### src/rtl/fir_tm_mch.sv
// Multi-channel time-multiplexed FIR: one shared MAC serves NCH delay lines.
// Build option FIR_SAT_EN: saturate Y on overflow (default build wraps).
//
// state | meaning
// IDLE  | waiting for a sample; coefficient writes honoured
// MAC   | one tap per cycle into the accumulator
// DONE  | requantise and present Y; may accept the next sample
module fir_tm_mch #(
  parameter int NTAP = 4,
  parameter int NCH  = 2,
  parameter int WI1  = 4,
  parameter int WF1  = 5,
  parameter int WIC  = 4,
  parameter int WFC  = 5,
  parameter int WOI  = 6,
  parameter int WOF  = 5,
  localparam int CW  = (NCH > 1) ? $clog2(NCH) : 1,
  localparam int TW  = $clog2(NTAP),
  localparam int WX  = WI1 + WF1,
  localparam int WC  = WIC + WFC,
  localparam int WO  = WOI + WOF
) (
  input  logic                 CLK,
  input  logic                 RESET,
  input  logic signed [WX-1:0] X,
  input  logic [CW-1:0]        in_ch,
  input  logic                 in_valid,
  output logic                 in_ready,
  input  logic                 coef_we,
  input  logic [TW-1:0]        coef_addr,
  input  logic signed [WC-1:0] coef_data,
  output logic signed [WO-1:0] Y,
  output logic [CW-1:0]        out_ch,
  output logic                 out_valid,
  input  logic                 ovf_clr,
  output logic                 overflow
);

  localparam int WP = WX + WC;
  localparam int G  = $clog2(NTAP);
  localparam int WA = WP + G;
  localparam int SH = WF1 + WFC - WOF;
  localparam int WR = WA - SH;
  localparam int WE = (WR > WO) ? WR : WO;
  localparam logic [TW-1:0] LAST_TAP = TW'(NTAP - 1);
  localparam logic signed [WE-1:0] Y_MAX = {{(WE-WO+1){1'b0}}, {(WO-1){1'b1}}};
  localparam logic signed [WE-1:0] Y_MIN = {{(WE-WO+1){1'b1}}, {(WO-1){1'b0}}};

  typedef enum logic [1:0] {IDLE, MAC, DONE} state_t;
  state_t state, state_nxt;

  logic signed [WX-1:0] xd [NCH][NTAP];
  logic signed [WC-1:0] coef [NTAP];
  logic signed [WA-1:0] acc;
  logic [TW-1:0]        tap;
  logic [CW-1:0]        ch;
  logic                 drop;

  logic                 accept, ch_ok, coef_wr;
  logic signed [WX-1:0] x_sel;
  logic signed [WC-1:0] c_sel;
  logic signed [WP-1:0] prod;
  logic signed [WR-1:0] r_sig;
  logic signed [WE-1:0] r_ext;
  logic                 ovf_ev;
  logic [WO-1:0]        y_nxt;

  assign in_ready = (state != MAC);
  assign accept   = in_ready && in_valid;
  assign ch_ok    = ({1'b0, in_ch} < (CW+1)'(NCH));
  assign coef_wr  = (state == IDLE) && coef_we && ({1'b0, coef_addr} < (TW+1)'(NTAP));

  always_ff @(posedge CLK or posedge RESET) begin
    if (RESET) state <= IDLE;
    else       state <= state_nxt;
  end

  always_comb begin
    state_nxt = state;
    case (state)
      IDLE:    if (in_valid) state_nxt = MAC;
      MAC:     if (tap == LAST_TAP) state_nxt = DONE;
      DONE:    state_nxt = in_valid ? MAC : IDLE;
      default: state_nxt = IDLE;
    endcase
  end

  // Operand mux for the shared multiplier; a dropped channel reads zero.
  always_comb begin
    x_sel = '0;
    c_sel = '0;
    for (int k = 0; k < NTAP; k++) begin
      if (tap == TW'(k)) begin
        c_sel = coef[k];
        for (int c = 0; c < NCH; c++)
          if (ch == CW'(c)) x_sel = xd[c][k];
      end
    end
  end

  assign prod  = WP'(c_sel) * WP'(x_sel);
  assign r_sig = acc[WA-1:SH];
  assign r_ext = WE'(r_sig);
  assign ovf_ev = (r_ext > Y_MAX) || (r_ext < Y_MIN);

`ifdef FIR_SAT_EN
  assign y_nxt = ovf_ev ? (r_ext[WE-1] ? Y_MIN[WO-1:0] : Y_MAX[WO-1:0]) : r_ext[WO-1:0];
`else
  assign y_nxt = r_ext[WO-1:0];
`endif

  always_ff @(posedge CLK or posedge RESET) begin
    if (RESET) begin
      for (int c = 0; c < NCH; c++)
        for (int k = 0; k < NTAP; k++) xd[c][k] <= '0;
      for (int k = 0; k < NTAP; k++) coef[k] <= '0;
      acc       <= '0;
      tap       <= '0;
      ch        <= '0;
      drop      <= 1'b0;
      Y         <= '0;
      out_ch    <= '0;
      out_valid <= 1'b0;
      overflow  <= 1'b0;
    end else begin
      if (coef_wr) coef[coef_addr] <= coef_data;

      if (accept) begin
        ch   <= in_ch;
        drop <= !ch_ok;
        tap  <= '0;
        acc  <= '0;
        for (int c = 0; c < NCH; c++) begin
          if (ch_ok && in_ch == CW'(c)) begin
            for (int k = NTAP - 1; k > 0; k--) xd[c][k] <= xd[c][k-1];
            xd[c][0] <= X;
          end
        end
      end else if (state == MAC) begin
        acc <= acc + WA'(prod);
        tap <= tap + TW'(1);
      end

      out_valid <= 1'b0;
      if (state == DONE && !drop) begin
        Y         <= y_nxt;
        out_ch    <= ch;
        out_valid <= 1'b1;
      end

      // A fresh overflow event wins over a simultaneous clear.
      if (state == DONE && !drop && ovf_ev) overflow <= 1'b1;
      else if (ovf_clr)                     overflow <= 1'b0;
    end
  end

endmodule

### config.mk
export PLATFORM = sky130hd
export DESIGN_NAME = fir_tm_mch
export DESIGN_NICKNAME = d
export VERILOG_FILES = /design/src/rtl/fir_tm_mch.sv
export SDC_FILE = /design/constraint.sdc
export NUM_CORES = 1
export LEC_CHECK = 0
export BUFFER_PORTS_ARGS = -buffer_cell sky130_fd_sc_hd__buf_2
export CAP_MARGIN = 10
export CORE_AREA = 2 2 166 168
export DETAILED_ROUTE_END_ITERATION = 10
export DIE_AREA = 0 0 168 170
export HOLD_SLACK_MARGIN = 0.1
export PLACE_DENSITY = 0.62
export SYNTH_ARGS = -nofsm -noshare
export SYNTH_HDL_FRONTEND = slang
export SYNTH_SLANG_ARGS = --single-unit
### constraint.sdc
create_clock -name CLK -period 13.9 [get_ports CLK]
set_clock_uncertainty 0.2 [all_clocks]
set_input_delay 1.39 -clock CLK [delete_from_list [all_inputs] [get_ports CLK]]
set_output_delay 1.39 -clock CLK [all_outputs]
set_load 0.01 [all_outputs]
==> flow_summary.yaml <==
place:
  place.port_buffers: 40
  place_congestion: 0.856
  dp.final_hpwl_um: 15200
floorplanning:
  die_height_um: 170
  pin_count: 41
  core_um2: 26700
  die_w_um: 168
  rows: 60
  initial_utilization_pct: 39.5
  die_area_um2: 28600
cts:
  clk_pin_slew_ns: 0.08
  h-tree-depth: 4
  cts_setup_buffers: 0
  post_cts_resize_count: 0
  ctsHoldBuffers: 0
  cts_tree: "built"
  cts_buffer_depth: 2
  clock-root-buffer: "clkbuf_16"
  cts_buffers: 17
  insertion_delay_ns: 0.43
  cts.sinks: 147
sta:
  slew_headroom_pct: 27.9
  max_freq_mhz: 135
  hold_violations: 0
  slew_violations: 0
  period_share_pct: 53.4
  max_slew.worst_pin.slew_ns: 1.08
  tns_ns: 0
  fin_crit_ns: 7.42
  final-setup-viol-count: 0
  rsz0062_at_grt: "false"
run:
  cap_violations: 0
worst_setup_path:
  ff2ff_path_depth: 25
  cp_num_cells: 25
  cp-start-kind: "flop"
  critPathCaptureType: "flop"
  slowest_delay_ns: 0.80
  reg2reg_slack_ns: 6.48
  critPathKind: "reg2reg"
  cp_top_family: "adder cells"
  crit_path_max_fanout: 28
  cp_data_required_time_ns: 14.01
  critical_path_buf_inv_count: 5
  r2r-end: "acc[19]"
  crit_start: "tap[1]"
  endpoint: "acc[19]"
  crit_slowest_cell: "ha_1"
  cp.arrival_ns: 7.53
  timing.rr.start: "tap[1]"
drt:
  drc: 0
  wl_per_cell_um: 15.0
  vias_per_cell: 4.97
  wl_um: 20500
  route.vias.total: 6768
  ant_nets: 0
  detail_route.first_pass.iterations: 4
  drt_iter0_drc: 302
logic_synthesis:
  syn_area_per_cell_um2: 10.8
  synth_top_flop_cell: "dfrtp_1"
  yosysUniqueCellTypes: 48
  syn_inst: 976
  synth_edf_count: 0
  ys_seq_area_share_pct: 35.0
  ys_async_sr_fraction_pct: 100
  syn_area_um2: 10500
  ys_ff_latch: 147
  syn_nets: 1148
  yosys_warnings: 0
outcome:
  status: "complete, no violations"
grt:
  grt_remaining_overflow: 0
  gr-usage-all-layers_pct: 15.6
  grt_max_degree: 88
  grt_first_pass_wirelength_um: 36000
  antenna_found_initial: 0
  grt_pass1_vias: 7105
layout:
  n_antenna_cell: 0
  fill_cells: 2486
  drive_gt1_share_pct: 23.2
  area_delta_synth_final_pct: 11.0
  layout.nets: 1180
min_path:
  hold_path.class: "reg2reg"
==> cell families after synthesis <==
| group | share of synthesized area [%] |
|---|---|
| multiplexers | 16.6 |
| AO/OA/AOI/OAI | 6.66 |
| buffers and inverters | 6.58 |
| XOR/XNOR | 1.42 |
| AND/OR/NAND/NOR | 9.93 |
| flip-flops | 35.0 |
| adder cells (fa/ha/maj) | 23.9 |
==> Yosys cell counts, types with 2 or more instances <==
cell	n	area share (%)
ha_1	55	6.5
nand2_1	102	3.6
a21oi_1	29	1.4
nor2_2	2	0.12
and2_1	12	0.71
xor2_1	5	0.42
mux2_2	139	15
buf_1	4	0.14
xnor2_1	12	1.0
inv_1	144	5.1
nor2_1	42	1.5
or3_1	2	0.12
nand3_1	6	0.29
o31ai_1	4	0.29
o21ai_0	32	1.5
a21oi_2	3	0.25
clkbuf_1	15	0.54
nor3b_1	3	0.21
o31ai_2	2	0.24
o21a_1	7	0.50
dfrtp_1	147	35
buf_2	12	0.57
buf_4	2	0.14
nor2b_1	10	0.59
o21ai_2	5	0.42
nor3_1	2	0.095
mux2i_1	18	1.7
nand2b_1	5	0.30
o21ai_1	12	0.57
a21o_1	2	0.14
fa_1	91	17
a211oi_1	11	0.78
nand3b_1	24	1.7
==> cell usage in the layout, fill, tap and decap left out, types with 2 or more instances in the layout <==
cell type and instances:
dfrtp_1 146, inv_1 143, mux2_2 139, nand2_1 102
fa_1 91, ha_1 55, nor2_1 42, buf_2 40
o21ai_0 32, a21oi_1 29, nand3b_1 24, mux2i_1 18
clkbuf_16 17, xnor2_1 12, o21ai_1 12, and2_1 12
a211oi_1 11, nor2b_1 10, o21a_1 7, buf_4 7
nand3_1 6, inv_6 6, o21ai_2 5, xor2_1 5
nand2b_1 5, o31ai_1 4, clkinv_8 4, a21oi_2 3
inv_8 3, or3_1 2, a21o_1 2, nor3_1 2
nor3b_1 2, o31ai_2 2
==> worst reg2reg max path, cell delays in order (launching register included) <==
cell and delay, ns:
dfrtp_1 0.40, inv_1 0.10, ha_1 0.80, nand2b_1 0.41, nor2_1 0.09, a211oi_1 0.23
a211oi_1 0.09, a21oi_2 0.35, inv_1 0.14, nand2_1 0.11, fa_1 0.43, fa_1 0.54
inv_1 0.05, fa_1 0.50, fa_1 0.54, inv_1 0.05, fa_1 0.53, inv_1 0.04
ha_1 0.37, a21oi_1 0.22, o211ai_1 0.15, o31ai_2 0.44, and3_1 0.24, a311oi_2 0.04
xnor2_1 0.18, o21ai_1 0.07
==> registers in the layout (all words and copies together), names as in the netlist <==
register,count
acc,20
state,2
xd,72
out_valid,1
Y,11
coef,36
ch,1
tap,2
overflow,1
out_ch,1
==> metrics by stage <==
step           std cells  instance area [um2]  setup WS (ns)  utilization [%]  hold WS (ns)
6_report            1362                11700           6.48             43.8         0.302
5_1_grt             1362                11700           5.93             43.8         0.319
4_1_cts             1362                11700           6.49             43.8         0.306
3_5_place_dp        1330                11100           6.47             41.5         0.287
3_3_place_gp        1330                11100           6.65             41.5         0.284
2_1_floorplan        976                10500           7.49                -         0.274
==> routing by layer <==
metal  share of wire, %  vias up  GRT usage [%]
met5                  0        -              0
met3                3.5       26           2.23
met2                 44      107           24.5
met1                 50     3374           22.2
li1                   -     3261              -
met4                1.9        0           5.22
==> worst min-delay path by stage <==
stage / startpoint / endpoint / slack [ns] / depth (start not counted)
finish: Y[4] / Y[4] / 0.30 / 1
global route: Y[5] / Y[5] / 0.32 / 1
CTS: xd[0] / xd[0] / 0.31 / 1
detailed placement: xd[0] / xd[0] / 0.29 / 1
global placement: xd[2] / xd[2] / 0.28 / 1
floorplan: xd[0] / xd[0] / 0.27 / 1
==> cell type report <==
cell class / instances / area, um2 / share of cell area, %
clock buffer: 18 / 429 / 3.68
clock inverter: 14 / 181 / 1.55
inverter: 144 / 546 / 4.67
multi-input combinational: 651 / 6160 / 52.8
sequential: 147 / 3680 / 31.5
tap: 341 / 427 / 3.65
timing repair buffer: 47 / 253 / 2.16
Power is not shown: default switching activity piles up to over one toggle a cycle in this logic, so the estimate is an artifact.
